===== config.mk =====
export PLATFORM = sky130hd
export DESIGN_NAME = client_uncached_network_port_mc
export DESIGN_NICKNAME = d
export VERILOG_FILES = /design/src/rtl/tl_uncached_pkg.sv /design/src/rtl/tl_finish_queue.sv /design/src/rtl/client_uncached_network_port_mc.sv
export SDC_FILE = /design/constraint.sdc
export NUM_CORES = 1
export LEC_CHECK = 0
export CAP_MARGIN = 20
export CORE_AREA = 2 2 154 156
export DETAILED_ROUTE_END_ITERATION = 8
export DIE_AREA = 0 0 156 158
export GPL_TIMING_DRIVEN = 0
export PLACE_DENSITY = 0.47
export SYNTH_ARGS = -nofsm -noshare
export SYNTH_HDL_FRONTEND = slang
export SYNTH_SLANG_ARGS = --single-unit

===== constraint.sdc =====
create_clock -name clk -period 2.9 [get_ports clk]
set_input_delay 0.58 -clock clk [delete_from_list [all_inputs] [get_ports clk]]
set_output_delay 0.58 -clock clk [all_outputs]
set_load 0.05 [all_outputs]

===== src/rtl/tl_uncached_pkg.sv =====
// Shared TileLink uncached encodings and address constants.
package tl_uncached_pkg;

    // Acquire types (built-in)
    localparam logic [2:0] A_GET       = 3'd0;
    localparam logic [2:0] A_PUT_BLOCK = 3'd3;

    // Grant types (built-in)
    localparam logic [3:0] G_VOL_ACK            = 4'd0;
    localparam logic [3:0] G_GET_DATA_BEAT_ACK  = 4'd3;
    localparam logic [3:0] G_GET_BLOCK_ACK      = 4'd4;

    // A block is 64 bytes, so byte address = addr_block << 6
    localparam int ADDR_SHIFT = 6;

endpackage


===== src/rtl/tl_finish_queue.sv =====
// Small FIFO holding finish messages until the network accepts them.
module tl_finish_queue #(
    parameter int DEPTH = 2,
    parameter int WIDTH = 6
) (
    input  logic             clk,
    input  logic             reset,
    input  logic             push,
    input  logic [WIDTH-1:0] push_data,
    input  logic             pop,
    output logic [WIDTH-1:0] pop_data,
    output logic             full,
    output logic             empty
);
    localparam int PTR_W = (DEPTH > 1) ? $clog2(DEPTH) : 1;
    localparam int CNT_W = $clog2(DEPTH + 1);

    logic [WIDTH-1:0] mem [DEPTH];
    logic [PTR_W-1:0] wr_ptr;
    logic [PTR_W-1:0] rd_ptr;
    logic [CNT_W-1:0] count;
    logic             do_push;
    logic             do_pop;

    function automatic logic [PTR_W-1:0] next_ptr(input logic [PTR_W-1:0] p);
        return (p == PTR_W'(DEPTH - 1)) ? '0 : p + 1'b1;
    endfunction

    assign full     = (count == CNT_W'(DEPTH));
    assign empty    = (count == '0);
    assign do_push  = push & ~full;
    assign do_pop   = pop & ~empty;
    assign pop_data = mem[rd_ptr];

    // Storage array; contents need no reset because empty gates the output valid.
    always_ff @(posedge clk) begin
        if (do_push) begin
            mem[wr_ptr] <= push_data;
        end
    end

    // Pointer and occupancy bookkeeping.
    always_ff @(posedge clk) begin
        if (reset) begin
            wr_ptr <= '0;
            rd_ptr <= '0;
            count  <= '0;
        end else begin
            if (do_push) wr_ptr <= next_ptr(wr_ptr);
            if (do_pop)  rd_ptr <= next_ptr(rd_ptr);
            case ({do_push, do_pop})
                2'b10:   count <= count + 1'b1;
                2'b01:   count <= count - 1'b1;
                default: count <= count;
            endcase
        end
    end

endmodule


===== src/rtl/client_uncached_network_port_mc.sv =====
// Uncached client to network port: routes acquires by address region,
// forwards grants, and queues finish messages for multiple managers.
module client_uncached_network_port_mc
    import tl_uncached_pkg::*;
#(
    parameter int                        ADDR_BLK_W   = 26,
    parameter int                        BEAT_W       = 3,
    parameter int                        DATA_W       = 64,
    parameter int                        UNION_W      = 12,
    parameter int                        MXID_W       = 2,
    parameter int                        HDR_W        = 2,
    parameter int                        CLIENT_ID    = 1,
    parameter int                        NUM_REGIONS  = 2,
    parameter logic [NUM_REGIONS*32-1:0] REGION_BASE  = {32'h90000000, 32'h80000000},
    parameter logic [NUM_REGIONS*32-1:0] REGION_MASK  = {32'hF0000000, 32'hF0000000},
    parameter logic [NUM_REGIONS*HDR_W-1:0] REGION_DST = {2'd2, 2'd0},
    parameter int                        DEFAULT_DST  = 1,
    parameter int                        MAX_INFLIGHT = 4,
    parameter int                        FIN_DEPTH    = 2
) (
    input  logic                  clk,
    input  logic                  reset,

    output logic                  io_client_acquire_ready,
    input  logic                  io_client_acquire_valid,
    input  logic [ADDR_BLK_W-1:0] io_client_acquire_bits_addr_block,
    input  logic                  io_client_acquire_bits_client_xact_id,
    input  logic [BEAT_W-1:0]     io_client_acquire_bits_addr_beat,
    input  logic                  io_client_acquire_bits_is_builtin_type,
    input  logic [2:0]            io_client_acquire_bits_a_type,
    input  logic [UNION_W-1:0]    io_client_acquire_bits_union,
    input  logic [DATA_W-1:0]     io_client_acquire_bits_data,

    input  logic                  io_client_grant_ready,
    output logic                  io_client_grant_valid,
    output logic [BEAT_W-1:0]     io_client_grant_bits_addr_beat,
    output logic                  io_client_grant_bits_client_xact_id,
    output logic [MXID_W-1:0]     io_client_grant_bits_manager_xact_id,
    output logic                  io_client_grant_bits_is_builtin_type,
    output logic [3:0]            io_client_grant_bits_g_type,
    output logic [DATA_W-1:0]     io_client_grant_bits_data,

    input  logic                  io_network_acquire_ready,
    output logic                  io_network_acquire_valid,
    output logic [HDR_W-1:0]      io_network_acquire_bits_header_src,
    output logic [HDR_W-1:0]      io_network_acquire_bits_header_dst,
    output logic [ADDR_BLK_W-1:0] io_network_acquire_bits_payload_addr_block,
    output logic                  io_network_acquire_bits_payload_client_xact_id,
    output logic [BEAT_W-1:0]     io_network_acquire_bits_payload_addr_beat,
    output logic                  io_network_acquire_bits_payload_is_builtin_type,
    output logic [2:0]            io_network_acquire_bits_payload_a_type,
    output logic [UNION_W-1:0]    io_network_acquire_bits_payload_union,
    output logic [DATA_W-1:0]     io_network_acquire_bits_payload_data,

    output logic                  io_network_grant_ready,
    input  logic                  io_network_grant_valid,
    input  logic [HDR_W-1:0]      io_network_grant_bits_header_src,
    input  logic [HDR_W-1:0]      io_network_grant_bits_header_dst,
    input  logic [BEAT_W-1:0]     io_network_grant_bits_payload_addr_beat,
    input  logic                  io_network_grant_bits_payload_client_xact_id,
    input  logic [MXID_W-1:0]     io_network_grant_bits_payload_manager_xact_id,
    input  logic                  io_network_grant_bits_payload_is_builtin_type,
    input  logic [3:0]            io_network_grant_bits_payload_g_type,
    input  logic [DATA_W-1:0]     io_network_grant_bits_payload_data,

    input  logic                  io_network_finish_ready,
    output logic                  io_network_finish_valid,
    output logic [HDR_W-1:0]      io_network_finish_bits_header_src,
    output logic [HDR_W-1:0]      io_network_finish_bits_header_dst,
    output logic [MXID_W-1:0]     io_network_finish_bits_payload_manager_xact_id,

    output logic                  io_network_probe_ready,
    output logic                  io_network_release_valid,
    input  logic                  io_network_release_ready
);
    localparam int INF_W = $clog2(MAX_INFLIGHT + 1);
    localparam int FIN_W = 2 * HDR_W + MXID_W;

    logic [INF_W-1:0] inflight;
    logic             mid_burst;
    logic [HDR_W-1:0] dst_lock;
    logic [HDR_W-1:0] route_dst;
    logic [31:0]      byte_addr;
    logic             can_issue;
    logic             acq_fire;
    logic             acq_is_put;
    logic             acq_last_beat;
    logic             acq_count;

    logic             need_fin;
    logic             last_gnt;
    logic             gnt_gate;
    logic             gnt_fire;
    logic             gnt_last_fire;
    logic             gnt_dec;

    logic             fin_full;
    logic             fin_empty;
    logic             fin_push;
    logic [FIN_W-1:0] fin_push_data;
    logic [FIN_W-1:0] fin_head;

    logic             unused_inputs;
    assign unused_inputs = &{1'b0, io_network_release_ready};

    // ---------------- acquire path ----------------
    assign byte_addr = 32'(io_client_acquire_bits_addr_block) << ADDR_SHIFT;

    // Region lookup; scanning high to low lets the lowest hitting index win.
    always_comb begin
        route_dst = HDR_W'(DEFAULT_DST);
        for (int i = NUM_REGIONS - 1; i >= 0; i--) begin
            if ((byte_addr & REGION_MASK[32*i +: 32]) == REGION_BASE[32*i +: 32]) begin
                route_dst = REGION_DST[HDR_W*i +: HDR_W];
            end
        end
    end

    assign acq_is_put    = io_client_acquire_bits_is_builtin_type &&
                           (io_client_acquire_bits_a_type == A_PUT_BLOCK);
    assign acq_last_beat = !acq_is_put || (&io_client_acquire_bits_addr_beat);
    assign can_issue     = (inflight < INF_W'(MAX_INFLIGHT)) || mid_burst;
    assign acq_fire      = io_client_acquire_valid && io_network_acquire_ready && can_issue;
    assign acq_count     = acq_fire && acq_last_beat;

    assign io_client_acquire_ready  = io_network_acquire_ready & can_issue;
    assign io_network_acquire_valid = io_client_acquire_valid & can_issue;

    assign io_network_acquire_bits_header_src = HDR_W'(CLIENT_ID);
    assign io_network_acquire_bits_header_dst = mid_burst ? dst_lock : route_dst;
    assign io_network_acquire_bits_payload_addr_block      = io_client_acquire_bits_addr_block;
    assign io_network_acquire_bits_payload_client_xact_id  = io_client_acquire_bits_client_xact_id;
    assign io_network_acquire_bits_payload_addr_beat       = io_client_acquire_bits_addr_beat;
    assign io_network_acquire_bits_payload_is_builtin_type = io_client_acquire_bits_is_builtin_type;
    assign io_network_acquire_bits_payload_a_type          = io_client_acquire_bits_a_type;
    assign io_network_acquire_bits_payload_union           = io_client_acquire_bits_union;
    assign io_network_acquire_bits_payload_data            = io_client_acquire_bits_data;

    // Burst tracking: destination is captured on the first putBlock beat so
    // every beat of the block lands on the same manager.
    always_ff @(posedge clk) begin
        if (reset) begin
            mid_burst <= 1'b0;
            dst_lock  <= '0;
        end else if (acq_fire && acq_is_put) begin
            if (acq_last_beat) begin
                mid_burst <= 1'b0;
            end else begin
                mid_burst <= 1'b1;
                if (!mid_burst) dst_lock <= route_dst;
            end
        end
    end

    // ---------------- grant path ----------------
    assign need_fin = !(io_network_grant_bits_payload_is_builtin_type &&
                        (io_network_grant_bits_payload_g_type == G_VOL_ACK));
    assign last_gnt = !(io_network_grant_bits_payload_is_builtin_type &&
                        (io_network_grant_bits_payload_g_type == G_GET_BLOCK_ACK)) ||
                      (&io_network_grant_bits_payload_addr_beat);
    assign gnt_gate = !(need_fin && last_gnt && fin_full);

    assign io_client_grant_valid  = io_network_grant_valid & gnt_gate;
    assign io_network_grant_ready = io_client_grant_ready & gnt_gate;
    assign gnt_fire      = io_network_grant_valid && io_client_grant_ready && gnt_gate;
    assign gnt_last_fire = gnt_fire && last_gnt;
    assign gnt_dec       = gnt_last_fire && (inflight != '0);

    assign io_client_grant_bits_addr_beat       = io_network_grant_bits_payload_addr_beat;
    assign io_client_grant_bits_client_xact_id  = io_network_grant_bits_payload_client_xact_id;
    assign io_client_grant_bits_manager_xact_id = io_network_grant_bits_payload_manager_xact_id;
    assign io_client_grant_bits_is_builtin_type = io_network_grant_bits_payload_is_builtin_type;
    assign io_client_grant_bits_g_type          = io_network_grant_bits_payload_g_type;
    assign io_client_grant_bits_data            = io_network_grant_bits_payload_data;

    // Outstanding transaction count; a grant that arrives with nothing
    // outstanding is ignored here and caught by the assertion below.
    always_ff @(posedge clk) begin
        if (reset) begin
            inflight <= '0;
        end else begin
            case ({acq_count, gnt_dec})
                2'b10:   inflight <= inflight + 1'b1;
                2'b01:   inflight <= inflight - 1'b1;
                default: inflight <= inflight;
            endcase
        end
    end

    a_no_underflow: assert property (@(posedge clk) disable iff (reset)
                                     !(gnt_last_fire && (inflight == '0)));

    // ---------------- finish path ----------------
    // Finish goes back to the granting manager: swap the grant header.
    assign fin_push      = gnt_last_fire && need_fin;
    assign fin_push_data = {io_network_grant_bits_header_src,
                            io_network_grant_bits_header_dst,
                            io_network_grant_bits_payload_manager_xact_id};

    tl_finish_queue #(
        .DEPTH (FIN_DEPTH),
        .WIDTH (FIN_W)
    ) u_finish_queue (
        .clk       (clk),
        .reset     (reset),
        .push      (fin_push),
        .push_data (fin_push_data),
        .pop       (io_network_finish_ready),
        .pop_data  (fin_head),
        .full      (fin_full),
        .empty     (fin_empty)
    );

    assign io_network_finish_valid = !fin_empty;
    assign {io_network_finish_bits_header_dst,
            io_network_finish_bits_header_src,
            io_network_finish_bits_payload_manager_xact_id} = fin_head;

    assign io_network_probe_ready   = 1'b0;
    assign io_network_release_valid = 1'b0;

endmodule


Word level (Yosys, flattened, before mapping)
Memories as Yosys holds them, arrays and structs flattened. A register that Yosys moved wholly into a read port is not among the register bits.
Index checks and enable logic that the tools add are counted.
- register bits after elaboration: 10
- bits in latches: 0
- bits in writable memories: 12
- bits in read-only memories: 0
- bits of input ports: 197
- output and inout port bits: 202
- word-level logic and storage cells: 74
- memories kept: 1
- memories (name ; words ; width ; rd ports ; clocked after memory_dff ; wr ports ; line ; RTL):
    u_finish_queue.mem ; 2 ; 6 ; 1 ; 1 ; 1 ; tl_finish_queue.sv:18 ; logic [WIDTH-1:0] mem [DEPTH];
- add/sub/neg operators: 6
- multiply operators: 0
- divide/modulo/power cells: 0
- magnitude comparators: 1
- eq/ne operators: 9
- shift-type cells: 0
- multiplexer cells: 12
- bitwise operators: 9
- reduce and logical (&&, ||, !) cells: 30
- operators by type and width (operator ; number):
    1-bit logical AND ; 14
    4-bit equality test, second input constant ; 2
    1-bit 2-to-1 mux ; 7
    1-bit bitwise AND ; 6
    2-bit equality test, second input constant ; 3
    2-bit 2-to-1 mux ; 3
    3-bit case mux with 2 select lines ; 1
    3-bit AND reduction ; 2
    1-bit zero test ; 5
    2-bit by 1-bit equality test with 1-bit output, second input constant ; 2
    4-bit by 3-bit equality test with 1-bit output, second input constant ; 1
    4-bit zero test ; 1
    2-bit case mux with 2 select lines ; 1
    2-bit nonzero test ; 2
    3-bit by 1-bit adder with 3-bit output, second input constant ; 1
    3-bit by 2-bit equality test with 1-bit output, second input constant ; 1
    1-bit logical OR ; 3
    3-bit less-than comparator, second input constant ; 1
    1-bit inverter ; 3
    3-bit nonzero test ; 1
    3-bit by 1-bit subtractor with 3-bit output, second input constant ; 1
    1-bit adder, second input constant ; 2
    2-bit by 1-bit adder with 2-bit output, second input constant ; 1
    2-bit zero test ; 1
    other kinds (2) ; 2

Depth between registers and ports, before layout
Gate-level depths: netlist of the first run.
- word-level depth: 13
- mapped depth: 10
- mapped depth without buffers: 10

By module
Synthesis of the first run repeated with hierarchy kept, for this count alone.
- cells, all modules: 291
- area, all modules: 2551.2 µm²
- by module, submodules not included (module ; times used ; cells an instance ; area each (µm²) ; seq. area each (µm²)):
    client_uncached_network_port_mc ; 1 ; 246 ; 1895.6 ; 120.1
    tl_finish_queue ; 1 ; 45 ; 655.6 ; 460.4

Least setup slack after synthesis of the first run
No wires, ideal clock.
- kind: input to register
- from: input port io_network_grant_bits_payload_g_type[3]
- to: register inflight[2]
- library setup time: 0.071 ns
- arrival: 2.315 ns
- path slack: 0.514 ns
- cell stages on the path: 9
- path through: nor4b_4 -> a21oi_1 -> nor3_1 -> ha_1 -> inv_1 -> fa_1 -> xor2_1 -> or3_1 -> a21oi_1
- cells in the longest elaborated chain, start to end: 12
- elaborated cells on any way between the ends: 17
- those cells by class: eq/ne (3); mux (1); reduce/logical (13)
- ends and longest elaborated chain (element ; line ; RTL):
    start: declaration ; client_uncached_network_port_mc.sv:63 ; input logic [3:0] io_network_grant_bits_payload_g_type,
    4-bit by 3-bit equality test with 1-bit output ; client_uncached_network_port_mc.sv:159 ; (io_network_grant_bits_payload_g_type == G_GET_BLOCK_ACK)) ||
    1-bit logical AND ; client_uncached_network_port_mc.sv:158 ; assign last_gnt = !(io_network_grant_bits_payload_is_builtin_type &&
    1-bit zero test ; client_uncached_network_port_mc.sv:158 ;
    1-bit logical OR ; client_uncached_network_port_mc.sv:159 ;
    1-bit logical AND (2 in series) ; client_uncached_network_port_mc.sv:161 ; assign gnt_gate = !(need_fin && last_gnt && fin_full);
    1-bit zero test ; client_uncached_network_port_mc.sv:161 ;
    1-bit logical AND ; client_uncached_network_port_mc.sv:165 ; assign gnt_fire = io_network_grant_valid && io_client_grant_ready && gnt_gate;
    1-bit logical AND (*) ; client_uncached_network_port_mc.sv:166 ; assign gnt_last_fire = gnt_fire && last_gnt;
    1-bit logical AND (*) ; client_uncached_network_port_mc.sv:167 ; assign gnt_dec = gnt_last_fire && (inflight != '0);
    2-bit by 1-bit equality test with 1-bit output / 2-bit equality test (equally long branches) ; client_uncached_network_port_mc.sv:182 ; case ({acq_count, gnt_dec})
    3-bit case mux with 2 select lines / 2-bit nonzero test (equally long branches) ; - ;
    end signal: assignment ; client_uncached_network_port_mc.sv:183 ; 2'b10: inflight <= inflight + 1'b1;
    end signal: assignment ; client_uncached_network_port_mc.sv:184 ; 2'b01: inflight <= inflight - 1'b1;
    end signal: assignment ; client_uncached_network_port_mc.sv:185 ; default: inflight <= inflight;
    end: declaration ; client_uncached_network_port_mc.sv:79 ; logic [INF_W-1:0] inflight;
Mark *: on every way between the ends. The rest lies on a longest branch, timed or not.
A chain may end at the register's enable or synchronous reset.

Worst setup path in the final report of the first run
- from: input port io_client_acquire_bits_addr_block[25]
- to: output port io_network_acquire_bits_header_dst[0]
- cells in the longest elaborated chain, start to end: 4
- elaborated cells on any way between the ends: 5
- those cells by class: eq/ne (2); mux (3)
- ends and longest elaborated chain (element ; line ; RTL):
    start: declaration ; client_uncached_network_port_mc.sv:26 ; input logic [ADDR_BLK_W-1:0] io_client_acquire_bits_addr_block,
    4-bit equality test ; client_uncached_network_port_mc.sv:113 ; if ((byte_addr & REGION_MASK[32*i +: 32]) == REGION_BASE[32*i +: 32]) begin
    2-bit 2-to-1 mux ; client_uncached_network_port_mc.sv:113 ;
    2-bit 2-to-1 mux (*) ; client_uncached_network_port_mc.sv:113 ;
    2-bit 2-to-1 mux (*) ; - ;
    end: declaration ; client_uncached_network_port_mc.sv:46 ; output logic [HDR_W-1:0] io_network_acquire_bits_header_dst,
Marks and branches as above.

==> results.py, run 1 <==
metrics = {
    "routing": {
        "vias_per_cell": 3.02,
        "wl_um": 9420,
        "drtIter0Drc": 57,
        "drtAntennaViolNets": 0,
        "first_pass_iters": 4,
        "route.detailed.wl_per_inst_um": 11.5,
        "vias": 2467,
        "drc": 0,
    },
    "floorplanning": {
        "start_util": 0.111,
        "pin_count": 399,
        "coreArea_um2": 23100,
        "die_h_um": 158,
        "die-area_um2": 24600,
        "die_w_um": 156,
        "fp-row-count": 56,
    },
    "place": {
        "place_congestion": 0.746,
        "dp.cells": 812,
        "dp_hpwl_um": 8550,
        "place_area_um2": 5230,
        "port_buffers": 229,
    },
    "flow_run": {
        "maxCapViolCount": 0,
    },
    "critical_path": {
        "cp.required_ns": 2.32,
        "critPathSlowestCell": "clkdlybuf4s50_1",
        "path_cells": "clkdlybuf4s50_1 -> or3b_4 -> mux2_4 -> dlygate4sd2_1",
        "cp-end-kind": "output pin",
        "slowest_delay_ns": 0.47,
        "crit_path_start_kind": "primary input",
        "critPathArrivalTime_ns": 2.19,
        "critPathBufInv": 2,
        "critPathTopFamily": "buffers and inverters",
        "cp_max_fo": 2,
        "path_class": "in -> out",
    },
    "finish": {
        "final_nets": 728,
        "n_antenna_cell": 0,
        "final_cell_mix": "222 x clkdlybuf4s50_1, 190 x buf_4, 12 x edfxtp_1, 11 x dfxtp_1, 8 x nor2_1",
        "seqCellArea_um2": 581,
        "fillers": 2477,
        "final_cell_area_um2": 5330,
        "multi_input_area_um2": 566,
        "final_core_util": 0.231,
        "stdcell_count": 817,
        "area_growth_pct": 107,
        "final_layout_size_suffix_gt1_frac": 0.414,
        "layout_commonest_cell": "clkdlybuf4s50_1",
    },
    "yosys": {
        "synth_async_sr_flop_share": 0,
        "yosys_warnings": 0,
        "yosys.area_share.simple": 0.0974,
        "synth_cells": 291,
        "synth-xor-area-share": 0.0204,
        "ys_seq_area_frac": 0.226,
        "synth_fa_ha_area_frac": 0.0175,
        "synthFlopType": "edfxtp_1",
        "syn-cell-area_um2": 2570,
        "synth_edf_count": 12,
        "ys_seq_elements": 23,
        "synth.area.mux_share": 0.0321,
        "synth.distinct_cells": 35,
        "syn_area_per_cell_um2": 8.83,
        "synth_top_family_by_area": "buffers and inverters",
        "synth_compound_area_frac": 0.0399,
    },
    "global_route": {
        "grt_use_total": 0.0664,
        "grt_max_degree": 14,
        "overflow": 0,
        "antenna_found_initial": 0,
        "grt_pass1_wl_um": 12300,
        "grt_pass1_vias": 2235,
    },
    "min_path": {
        "min_path_type": "reg -> reg",
    },
    "timing": {
        "period_share": 0.953,
        "rsz0062_at_grt": "false",
        "min_period_ns": 2.77,
        "hold_violations": 0,
        "final-max-slew-violation-count": 0,
        "relSlewSlack": 0.576,
        "fmax_mhz": 362,
        "final-setup-viol-count": 0,
        "finClkSkew_ns": 0.00380,
        "worstMarginPinSlew_ns": 0.633,
        "fin_hold_ws_ns": 0.467,
    },
    "clock_network": {
        "cts_buffer_depth": 2,
        "clk_latency_ns": 0.25,
        "path_clk_slew_ns": 0.06,
        "cts_buffers": 3,
        "h-tree-depth": 1,
        "clock-root-buffer": "clkbuf_16",
        "cts_tree": "done",
        "cts_sinks": 23,
    },
    "power_and_ir_drop": {
        "p_total_mw": 2.10,
        "ir_drop_v": 0.000160,
        "power.leakage_nw": 2.27,
        "power_density_nw_per_um2": 395,
    },
    "status": {
        "status": "finished, final reports clean",
    },
}
-- cells in the mapped netlist (all sizes together), types with 4 or more instances --
cell type	count	area, µm²
dfxtp	11	220
a21oi	7	38.8
and2	4	25.0
buf	189	1420
inv	6	22.5
o21ai	4	31.3
nand3	4	20.0
nand2	5	18.8
nor2	8	30.0
edfxtp	12	360
mux2	7	82.6
-- report_power, final --
group | internal, mW | switching [mW]
Sequential | 0.381 | 0.0213
Clock | 0.185 | 0.115
Combinational | 0.555 | 0.846
-- path summary, 6_finish.rpt --
path	start	end	slack [ns]	cells after the start
worst max register to register	u_finish_queue.count[0]$_SDFFE_PP0P_	inflight[2]$_SDFFE_PP0P_	0.68	10
worst min-delay path	dst_lock[1]$_SDFFE_PP0P_	dst_lock[1]$_SDFFE_PP0P_	0.47	2
worst min register to register	dst_lock[1]$_SDFFE_PP0P_	dst_lock[1]$_SDFFE_PP0P_	0.47	2
worst max-delay path	io_client_acquire_bits_addr_block[25]	io_network_acquire_bits_header_dst[0]	0.13	4
-- layer usage --
| metal | track usage | wire length [µm] | share of wire | vias to the layer above |
|---|---|---|---|---|
| met5 | 0 | 0 | 0 | - |
| met4 | 0.0157 | 74 | 0.0079 | 0 |
| met2 | 0.121 | 4930 | 0.52 | 175 |
| met1 | 0.0772 | 3520 | 0.37 | 1084 |
| li1 | - | - | - | 1206 |
| met3 | 0.0186 | 899 | 0.095 | 2 |
-- logic make-up after synthesis --
logic type | Yosys count
buffers and inverters | 197
xor gates and xnor gates | 6
AOI/OAI and AO/OA | 14
muxes | 7
and+or+nand+nor | 39
adders and majority gates | 3
DFF | 23
other | 2
-- sequential cells by signal, summed over array words and instances (netlist names), named ones only --
signal,count
mid_burst,1
inflight,3
dst_lock,2
u_finish_queue.rd_ptr,1
u_finish_queue.mem,12
u_finish_queue.count,2
u_finish_queue.wr_ptr,1
-- area by class of cell --
| type | count | area share |
|---|---|---|
| buffer | 191 | 0.268 |
| clock inverter | 1 | 0.000939 |
| timing repair buffer | 230 | 0.430 |
| clock buffer | 3 | 0.0141 |
| sequential | 23 | 0.109 |
| tap | 290 | 0.0681 |
| inverter | 6 | 0.00423 |
| multi-input combinational | 73 | 0.106 |
-- metrics by stage --
step	TNS, ns	worst slack [ns]
final	0	0.135
after global routing	0	0.0233
after CTS	0	0.00953
after detailed placement	-1.59	-0.475
after global placement	-1.71	-0.500
after floorplan	0	0.514
-- worst reg2reg max path, delay by kind of cell (launching register included) --
| kind | cells | cell delay [ns] |
|---|---|---|
| compound gates | 3 | 0.37 |
| xor+xnor | 1 | 0.16 |
| fa+ha+maj | 2 | 0.60 |
| buf+inv | 1 | 0.05 |
| flops | 1 | 0.40 |
| simple gates | 3 | 0.59 |
-- what timing repair did --
action / CTS / global route
hold buffers: 0 / 0
pin swaps: 2 / 4
gates resized for setup: 11 / 4
gates cloned: 0 / 0
buffers inserted: 1 / 0
setup endpoints to repair: 5 / 3
Power figures use the tool's default switching activity.
==> inputs of run 2 (changes only) <==
--- a/config.mk
+++ b/config.mk
@@ -7,7 +7,7 @@
 export LEC_CHECK = 0
 export CAP_MARGIN = 20
-export CORE_AREA = 2 2 154 156
+export CORE_AREA = 3 3 155 157
 export DETAILED_ROUTE_END_ITERATION = 8
-export DIE_AREA = 0 0 156 158
+export DIE_AREA = 0 0 158 160
 export GPL_TIMING_DRIVEN = 0
 export PLACE_DENSITY = 0.47
==> constraint.sdc (replaced) <==
create_clock -name clk -period 2.9 [get_ports clk]
set_input_delay 0.29 -clock clk [delete_from_list [all_inputs] [get_ports clk]]
set_output_delay 0.29 -clock clk [all_outputs]
set_load 0.05 [all_outputs]
==> run 2 against run 1 <==
Compared with the run above:
- first-iteration DRC count is 19% lower
- via count shrank 1.2%
- combinational power about the same
- critical endpoint is now inflight[2]$_SDFFE_PP0P_
- largest cell class unchanged
- clock-buffer cell count did not move
- fmax is 3.5% higher
==> results.py, run 2 (synthesized netlist as in run 1, its figures left out) <==
metrics = {
    "critical_path": {
        "cp-end-kind": "flip-flop",
        "path_cells": "clkdlybuf4s50_1 -> nor4b_4 -> a21oi_1 -> nor3_1 -> ha_1 -> inv_1 -> fa_1 -> xor2_1 -> or3_1 -> a21oi_1",
        "critPathSlowestCell": "clkdlybuf4s50_1",
        "crit_top_cell": "a21oi_1",
        "crit_path_start_kind": "primary input",
        "slowest_delay_ns": 0.49,
        "path_class": "in -> reg",
        "rr_startpoint": "u_finish_queue.count[0]$_SDFFE_PP0P_",
        "cp.required_ns": 3.09,
        "cp_max_fo": 4,
        "critPathTopFamily": "simple AND/OR/NAND/NOR gates",
        "startpoint": "io_network_grant_bits_payload_g_type[3]",
        "critPathArrivalTime_ns": 2.86,
        "critPathBufInv": 2,
    },
    "clock_network": {
        "holdBufCountCts": 0,
        "ctsResizeCount": 0,
        "h-tree-depth": 1,
        "clock-root-buffer": "clkbuf_16",
        "cts_buffers": 3,
        "cts_setup_buffers": 0,
        "cts_tree": "done",
        "clk_latency_ns": 0.25,
        "cts_sinks": 23,
        "cts_buffer_depth": 2,
        "path_clk_slew_ns": 0.06,
    },
    "finish": {
        "largestRegisters": "u_finish_queue.mem x12, inflight x3",
        "final_layout_size_suffix_gt1_frac": 0.403,
        "area_growth_pct": 106,
        "final_nets": 727,
        "regMostFlops": "u_finish_queue.mem",
        "layout_commonest_cell": "clkdlybuf4s50_1",
        "final_core_util": 0.234,
        "n_antenna_cell": 0,
        "final_cell_mix": "229 x clkdlybuf4s50_1, 189 x buf_4, 12 x edfxtp_1, 11 x dfxtp_1, 8 x nor2_1",
        "stdcell_count": 811,
        "fillers": 2424,
        "largest_register_ffs": 12,
    },
    "timing": {
        "setup_ws_ns": 0.229,
        "rsz0062_at_grt": "false",
        "final-max-slew-violation-count": 0,
        "min_period_ns": 2.67,
        "final-setup-viol-count": 0,
        "worstMarginPinSlew_ns": 0.595,
        "hold_violations": 0,
        "finClkSkew_ns": 0.00447,
        "period_share": 0.921,
        "relSlewSlack": 0.602,
        "fin_setup_tns_ns": 0,
        "fmax_mhz": 374,
    },
    "floorplanning": {
        "die_h_um": 160,
        "pin_count": 399,
        "die-area_um2": 25300,
        "coreArea_um2": 22600,
        "fp-row-count": 55,
        "die_w_um": 158,
        "start_util": 0.114,
    },
    "global_route": {
        "grt_pass1_vias": 2414,
        "antenna_found_initial": 0,
        "grt_pass1_wl_um": 13700,
        "overflow": 0,
        "grt_max_degree": 14,
        "grt_use_total": 0.0695,
    },
    "power_and_ir_drop": {
        "seq_power_share": 0.191,
        "p_total_mw": 2.10,
        "clkPwrFrac": 0.141,
        "p_int_mw": 1.13,
        "power_density_nw_per_um2": 396,
        "switching_share": 0.465,
        "power.leakage_nw": 2.24,
        "ir_drop_v": 0.000264,
        "p_sw_uw": 978,
        "combPwrFrac": 0.668,
    },
    "routing": {
        "first_pass_iters": 4,
        "drtAntennaViolNets": 0,
        "vias": 2438,
        "wl_um": 10100,
        "route.detailed.wl_per_inst_um": 12.5,
        "drc": 0,
        "drtIter0Drc": 46,
        "vias_per_cell": 3.01,
    },
    "place": {
        "dp_hpwl_um": 9340,
        "dp.cells": 807,
        "place_worst_setup_slack_ns": -0.149,
        "port_buffers": 229,
        "place_congestion": 0.709,
    },
    "flow_run": {
        "maxCapViolCount": 0,
    },
    "min_path": {
        "hp-start": "dst_lock[1]$_SDFFE_PP0P_",
        "min_path_type": "reg -> reg",
    },
    "status": {
        "status": "finished, final reports clean",
    },
}
[run 2: power groups by stage]
stage | Combinational [mW] | Sequential, mW | Clock [mW]
5_1_grt | 1.47 | 0.406 | 0.328
6_report | 1.41 | 0.402 | 0.296
4_1_cts | 1.42 | 0.402 | 0.316
3_5_place_dp | 1.42 | 0.409 | 0
2_1_floorplan | 0.991 | 0.405 | 0
3_3_place_gp | 1.42 | 0.409 | 0
[run 2: routing by layer]
metal	GRT usage	wire (µm)
met3	0.0141	916
met5	0	0
met4	0.00587	29
met2	0.130	5390
met1	0.0843	3790
[run 2: cell type report]
type                    instances  area, µm²  area share
plain buffers                 191       1430       0.269
clock buffers                   3       75.1      0.0141
clock inverters                 1       5.00    0.000943
inverters                       6       22.5     0.00424
multi-input cells              73        548       0.103
flip-flops and latches         23        581       0.109
well taps                     285        357      0.0672
repair buffers                229       2290       0.432
[run 2: stage by stage]
stage                     hold WS (ns)  instance area (µm²)
after floorplan                  0.355                 2580
after global placement           0.463                 5230
after detailed placement         0.460                 5230
after CTS                        0.470                 5310
after global routing             0.474                 5310
final                            0.465                 5310
[run 2: final timing paths]
path                            depth (start not counted)  slack (ns)                       end
worst max-delay path                                   10        0.23  inflight[2]$_SDFFE_PP0P_
worst min-delay path                                    2        0.47  dst_lock[1]$_SDFFE_PP0P_
worst max register to register                         10        0.60  inflight[2]$_SDFFE_PP0P_
worst min register to register                          2        0.47  dst_lock[1]$_SDFFE_PP0P_
[run 2: worst min-delay path: cells and delay by family, from the launching register on]
family          cells  cell delay (ns)
buf+inv             1             0.06
flops               1             0.31
compound gates      1             0.05
